### src/rtl/imem_loader_pkg.sv
// Shared definitions for the instruction-memory loader: FSM encodings and
// stream-format constants.
package imem_loader_pkg;

    typedef enum logic [2:0] {
        ST_IDLE  = 3'd0,
        ST_COUNT = 3'd1,
        ST_DATA  = 3'd2,
        ST_WRITE = 3'd3,
        ST_CHECK = 3'd4
    } state_t;

    localparam int         BYTES_PER_WORD = 4;
    localparam logic [7:0] CHECKSUM_INIT  = 8'h00;

endpackage

### src/rtl/imem_loader_word_assembler.sv
// Collects stream bytes MSB-first into a 32-bit word. Only the first three
// bytes are stored; the fourth byte is combined live into word_next_o so the
// loader can capture the complete word on the same edge that accepts it.
module word_assembler
    import imem_loader_pkg::*;
(
    input  logic        clk,
    input  logic        rst_,
    input  logic        clear_i,
    input  logic        shift_en_i,
    input  logic [7:0]  byte_i,
    output logic [31:0] word_next_o,
    output logic        word_full_o
);

    logic [23:0] sreg_q;
    logic [1:0]  idx_q;

    assign word_next_o = {sreg_q, byte_i};
    // High when the byte currently offered would be the last byte of a word.
    assign word_full_o = (idx_q == 2'(BYTES_PER_WORD - 1));

    // Shift register and byte index; clear discards any partial word.
    always_ff @(posedge clk or negedge rst_) begin
        if (!rst_) begin
            sreg_q <= '0;
            idx_q  <= '0;
        end else if (clear_i) begin
            sreg_q <= '0;
            idx_q  <= '0;
        end else if (shift_en_i) begin
            sreg_q <= {sreg_q[15:0], byte_i};
            idx_q  <= idx_q + 2'd1;
        end
    end

endmodule

### src/rtl/imem_loader.sv
// Loads a program byte stream into the instruction RAM write port while
// holding the CPU. Stream: count byte, N big-endian words, XOR checksum byte.
module imem_loader
    import imem_loader_pkg::*;
#(
    parameter int DEPTH         = 256,
    parameter int ADDRESS_WIDTH = 8,
    parameter int WIDTH         = 32
) (
    input  logic                     clk,
    input  logic                     rst_,
    input  logic                     start,
    input  logic                     abort,
    input  logic                     byte_valid,
    input  logic [7:0]               byte_data,
    output logic                     byte_ready,
    output logic                     we_,
    output logic [ADDRESS_WIDTH-1:0] waddr,
    output logic [WIDTH-1:0]         wdata,
    output logic                     cpu_hold,
    output logic                     busy,
    output logic                     done,
    output logic                     err
);

    state_t                   state_q;
    logic                     byte_ready_q;
    logic                     we_q;
    logic [ADDRESS_WIDTH-1:0] waddr_q;
    logic [WIDTH-1:0]         wdata_q;
    logic                     cpu_hold_q;
    logic                     busy_q;
    logic                     done_q;
    logic                     err_q;
    // One extra bit so that a count of 0 can represent a full DEPTH-word load.
    logic [ADDRESS_WIDTH:0]   remaining_q;
    logic [7:0]               csum_q;

    logic                     xfer;
    logic                     asm_clear;
    logic                     asm_shift;
    logic [31:0]              asm_word_next;
    logic                     asm_word_full;

    assign xfer      = byte_valid & byte_ready_q;
    // Partial words are dropped whenever the loader is idle or aborted.
    assign asm_clear = abort | (state_q == ST_IDLE);
    assign asm_shift = xfer & (state_q == ST_DATA);

    word_assembler u_asm (
        .clk         (clk),
        .rst_        (rst_),
        .clear_i     (asm_clear),
        .shift_en_i  (asm_shift),
        .byte_i      (byte_data),
        .word_next_o (asm_word_next),
        .word_full_o (asm_word_full)
    );

    assign byte_ready = byte_ready_q;
    assign we_        = we_q;
    assign waddr      = waddr_q;
    assign wdata      = wdata_q;
    assign cpu_hold   = cpu_hold_q;
    assign busy       = busy_q;
    assign done       = done_q;
    assign err        = err_q;

    // Load FSM with registered outputs, counters and running checksum.
    always_ff @(posedge clk or negedge rst_) begin
        if (!rst_) begin
            state_q      <= ST_IDLE;
            byte_ready_q <= 1'b0;
            we_q         <= 1'b1;
            waddr_q      <= '0;
            wdata_q      <= '0;
            cpu_hold_q   <= 1'b0;
            busy_q       <= 1'b0;
            done_q       <= 1'b0;
            err_q        <= 1'b0;
            remaining_q  <= '0;
            csum_q       <= CHECKSUM_INIT;
        end else if (abort) begin
            state_q      <= ST_IDLE;
            byte_ready_q <= 1'b0;
            we_q         <= 1'b1;
            cpu_hold_q   <= 1'b0;
            busy_q       <= 1'b0;
            done_q       <= 1'b0;
            err_q        <= 1'b0;
        end else begin
            case (state_q)
                ST_IDLE: begin
                    byte_ready_q <= 1'b0;
                    we_q         <= 1'b1;
                    if (start) begin
                        done_q       <= 1'b0;
                        err_q        <= 1'b0;
                        csum_q       <= CHECKSUM_INIT;
                        busy_q       <= 1'b1;
                        cpu_hold_q   <= 1'b1;
                        byte_ready_q <= 1'b1;
                        state_q      <= ST_COUNT;
                    end
                end
                ST_COUNT: begin
                    if (xfer) begin
                        csum_q  <= csum_q ^ byte_data;
                        waddr_q <= '0;
                        if (byte_data == 8'd0)
                            remaining_q <= (ADDRESS_WIDTH+1)'(DEPTH);
                        else
                            remaining_q <= (ADDRESS_WIDTH+1)'(byte_data);
                        state_q <= ST_DATA;
                    end
                end
                ST_DATA: begin
                    if (xfer) begin
                        csum_q <= csum_q ^ byte_data;
                        if (asm_word_full) begin
                            // Strobe goes low for the single WRITE cycle.
                            wdata_q      <= WIDTH'(asm_word_next);
                            we_q         <= 1'b0;
                            byte_ready_q <= 1'b0;
                            state_q      <= ST_WRITE;
                        end
                    end
                end
                ST_WRITE: begin
                    we_q         <= 1'b1;
                    waddr_q      <= waddr_q + 1'b1;
                    remaining_q  <= remaining_q - 1'b1;
                    byte_ready_q <= 1'b1;
                    if (remaining_q == (ADDRESS_WIDTH+1)'(1))
                        state_q <= ST_CHECK;
                    else
                        state_q <= ST_DATA;
                end
                ST_CHECK: begin
                    if (xfer) begin
                        byte_ready_q <= 1'b0;
                        busy_q       <= 1'b0;
                        if (byte_data == csum_q) begin
                            done_q     <= 1'b1;
                            cpu_hold_q <= 1'b0;
                        end else begin
                            // CPU stays held until the next start or abort.
                            err_q <= 1'b1;
                        end
                        state_q <= ST_IDLE;
                    end
                end
                default: begin
                    state_q      <= ST_IDLE;
                    byte_ready_q <= 1'b0;
                    we_q         <= 1'b1;
                end
            endcase
        end
    end

endmodule

### config.mk
export PLATFORM = sky130hd
export DESIGN_NAME = imem_loader
export DESIGN_NICKNAME = d
export VERILOG_FILES = /design/src/rtl/imem_loader_pkg.sv /design/src/rtl/imem_loader_word_assembler.sv /design/src/rtl/imem_loader.sv
export SDC_FILE = /design/constraint.sdc
export NUM_CORES = 1
export LEC_CHECK = 0
export ABC_AREA = 0
export CORE_MARGIN = 2
export CORE_UTILIZATION = 38
export CTS_CLUSTER_DIAMETER = 60
export DETAILED_ROUTE_END_ITERATION = 8
export GPL_TIMING_DRIVEN = 0
export SLEW_MARGIN = 10
export SYNTH_ARGS = -nofsm -noshare
export SYNTH_HDL_FRONTEND = slang
export SYNTH_SLANG_ARGS = --single-unit
### constraint.sdc
create_clock -name clk -period 1.98 [get_ports clk]
set_input_delay 0.594 -clock clk [delete_from_list [all_inputs] [get_ports clk]]
set_output_delay 0.594 -clock clk [all_outputs]
set_load 0.1 [all_outputs]
==> out/metrics.json, run 1 <==
{
  "seq_total_area_yosys_pct": 53.6,
  "num-fill-cells": 982,
  "layout.nets": 434,
  "drc_errors": 0,
  "hold_buffers": 0,
  "cts.path.max_buffers": 2,
  "outcome": "completed",
  "worstSetupEndpointType": "primary output",
  "io_buffers": 58,
  "dieArea_um2": 12200,
  "postSynth.asyncResetShare_pct": 100,
  "postLayoutCoreUtil_pct": 50.1,
  "detailedRoute.firstPassIterationCount": 4,
  "finalHoldViolCount": 0,
  "ys_dominant_reg_cell": "dfrtp_1",
  "total_leakage_power_uw": 0.00255,
  "detailedRoute.firstIterationViolations": 144,
  "timing_max_transition_violations_final": 0,
  "synthTopCellsByArea": "dfrtp_1 (53%), mux2_4 (10%), a22o_1 (5.7%)",
  "crit_chain": "clkdlybuf4s15_2",
  "drv_cap": 0,
  "rows": 38,
  "maxSlewHeadroom_pct": 55.6,
  "area.sequential_um2": 2310,
  "synth.largest_area_cell": "dfrtp_1",
  "synth_area_um2": 4300,
  "critPathLaunchType": "flip-flop",
  "critical_path.slowest_cell": "clkdlybuf4s15_2",
  "die-height_um": 110,
  "setup.worst_path.class": "flip-flop to primary output",
  "vdd.ir_drop.worst_mv": 0.561,
  "critPathMaxStageDelay_ns": 0.58,
  "synth_enable_flop_cells": 0,
  "cp_max_fo": 4,
  "finalWirelength_um": 9330,
  "cts.clk_slew.worst_paths_ns": 0.07,
  "antenna_violations_before_repair": 0,
  "clock_insertion_delay_worst_skew_ns": 0.34,
  "cts_root_buf": "clkbuf_16",
  "cts-buffers-inserted": 9,
  "synth_fp_nets": 364,
  "num_antenna_cells": 0,
  "syn2layout_area_growth_pct": 27.4,
  "worst-path-buf-inv": 1,
  "grt_pass1_vias": 3077,
  "power_per_standard_cell_area_nw_per_um2": 848,
  "cts.sink_count": 92,
  "drt-vias-per-instance": 5.34,
  "fin_total_pwr_uw": 4640,
  "die_wd_um": 110,
  "syn_area_per_cell_um2": 12.4,
  "effective_utilization_at_floorplan_pct": 39.3,
  "core_region_area_um2": 10900,
  "max_freq_mhz": 517,
  "postSynthCellCount": 347,
  "place.gp.congestion": 0.827,
  "final_layout_size_suffix_gt1_share_pct": 29.1,
  "multi_input_comb_area_um2": 1890,
  "postSynthRegisterBits": 92,
  "synthTopCellsByCount": "dfrtp_1 (91), mux2_4 (30), a22o_1 (28)",
  "yosysTopAreaCellShare_pct": 53.0,
  "worst_ep_arrival_time_ns": 1.34,
  "dr_total_vias": 3003,
  "critical-path-top-delay-family": "buffers and inverters",
  "finalWorstPathRequiredPeriod_ns": 1.93,
  "timing.reg2reg.setup_slack_ns": 0.14,
  "ios": 59,
  "post-synth-top-count-cell": "dfrtp_1",
  "cts_tree": "built",
  "min-delay-path-class": "primary input to async pin",
  "grt_first_pass_wirelength_um": 15600,
  "synth.lib_cells_used.distinct": 58,
  "dp_hpwl_um": 6500,
  "ant_nets": 0,
  "timing.final.crit_share_pct": 97.7,
  "setup_repair_after_global_routing_missed_its_margin": "yes",
  "wl_per_cell_um": 16.6,
  "grt_start_max_net_pins": 49,
  "worst_clock_skew_on_the_final_layout_ns": 0.00763,
  "grtUsageTotal_pct": 16.7,
  "worst-slew-pin-transition_ns": 0.662,
  "grt-ovfl-total": 0,
  "timing.final.setup_violations": 0,
  "worst_ep_required_time_ns": 1.39,
  "ys_warn_count": 0,
  "cts.htree.levels": 3
}
==> state kept, by name, indices dropped and copies added (netlist names) <==
register      cells
byte_ready        1
we_               1
u_asm.idx_q       2
u_asm.sreg_q     24
waddr             8
err               1
cpu_hold          1
csum_q            8
done              1
remaining_q       9
wdata            32
busy              1
state_q           3
==> path summary, 6_finish.rpt <==
check / from / to / cells past startpoint
min in group clk: err / err / 2
hold / removal: rst_ / wdata[25] / 1
setup reg to reg: state_q[1] / csum_q[3] / 4
setup / recovery: waddr[4] / waddr[4] / 1
hold reg to reg: err / err / 2
max in group asynchronous: rst_ / we_ / 2
==> layout by cell type, fill, tap and decap left out, types with 4 or more instances in the layout <==
cell,instances
dfrtp_1,89
clkdlybuf4s15_2,46
mux2_4,30
a22o_1,28
nor2b_1,17
nor2_1,15
o21ai_0,14
nand2_1,13
a21oi_1,12
clkbuf_16,9
buf_2,8
clkbuf_1,7
a221o_1,7
and2_1,6
xor2_1,5
nor4_1,5
nand2b_1,5
a211oi_1,5
or4_1,4
nand3_1,4
nand3b_1,4
mux2_2,4
nor3_1,4
ha_1,4
dlygate4sd2_1,4
==> cell families (layout without fill, tap and decap cells) <==
group | count (synthesis) | after routing | synth area share [%]
AO/OA/AOI/OAI | 87 | 87 | 15.1
XOR/XNOR | 8 | 8 | 1.63
buffers and inverters | 21 | 96 | 2.65
adder cells (fa/ha/maj) | 4 | 4 | 1.16
AND/OR/NAND/NOR | 100 | 100 | 14.1
multiplexers | 35 | 35 | 11.8
flip-flops | 92 | 92 | 53.6
==> cell type report <==
type | instances | share of cell area, %
well taps | 140 | 3.20
plain buffers | 19 | 2.10
clock buffers | 10 | 4.18
multi-input cells | 234 | 34.5
inverters | 2 | 0.137
repair buffers | 59 | 12.1
clock inverters | 6 | 1.71
flip-flops and latches | 92 | 42.1
==> routing by layer <==
metal | routed length (um) | GRT usage (%) | vias to the layer above
met1 | 4480 | 22.6 | 1492
met3 | 324 | 3.94 | 9
li1 | - | - | 1435
met2 | 4440 | 27.0 | 67
met5 | 0 | 0 | -
met4 | 87 | 4.64 | 0
==> metrics by stage <==
step | area [um2] | instances | setup TNS [ns] | setup slack [ns] | hold WS, ns
after global placement | 5060 | 545 | -326.96 | -3.50 | 0.472
final | 5480 | 562 | 0 | 0.0456 | 0.251
after detailed placement | 5080 | 546 | -39.81 | -0.687 | 0.487
after CTS | 5470 | 562 | 0 | 0.0168 | 0.268
after floorplan | 4300 | 347 | 0 | 0.00797 | 0.298
after global routing | 5480 | 562 | -0.0420 | -0.00853 | 0.285
==> timing repair <==
item                                    4_1_cts  5_1_grt
gates resized for setup                     154        6
pin swaps                                     2        0
endpoints found under the setup margin      103       18
gates cloned                                  0        0
buffers inserted                              0        0
==> where the power goes <==
part           internal [uW]  switching, uW  total (uW)  leakage, uW
clock network           1120            736        1850     0.000154
registers               2010            139        2150      0.00125
logic                    256            384         640      0.00114
total                   3390           1260        4640      0.00255
No activity file was read; power rests on OpenSTA's default activity.
==> run 2: changes to the inputs <==
--- a/config.mk
+++ b/config.mk
@@ -6,6 +6,7 @@
 export NUM_CORES = 1
 export LEC_CHECK = 0
 export ABC_AREA = 0
+export CAP_MARGIN = 10
 export CORE_MARGIN = 2
 export CORE_UTILIZATION = 38
 export CTS_CLUSTER_DIAMETER = 60
==> results of run 2 <==
Same layout as run 1: the final DEF is identical, and so are final timing and power.
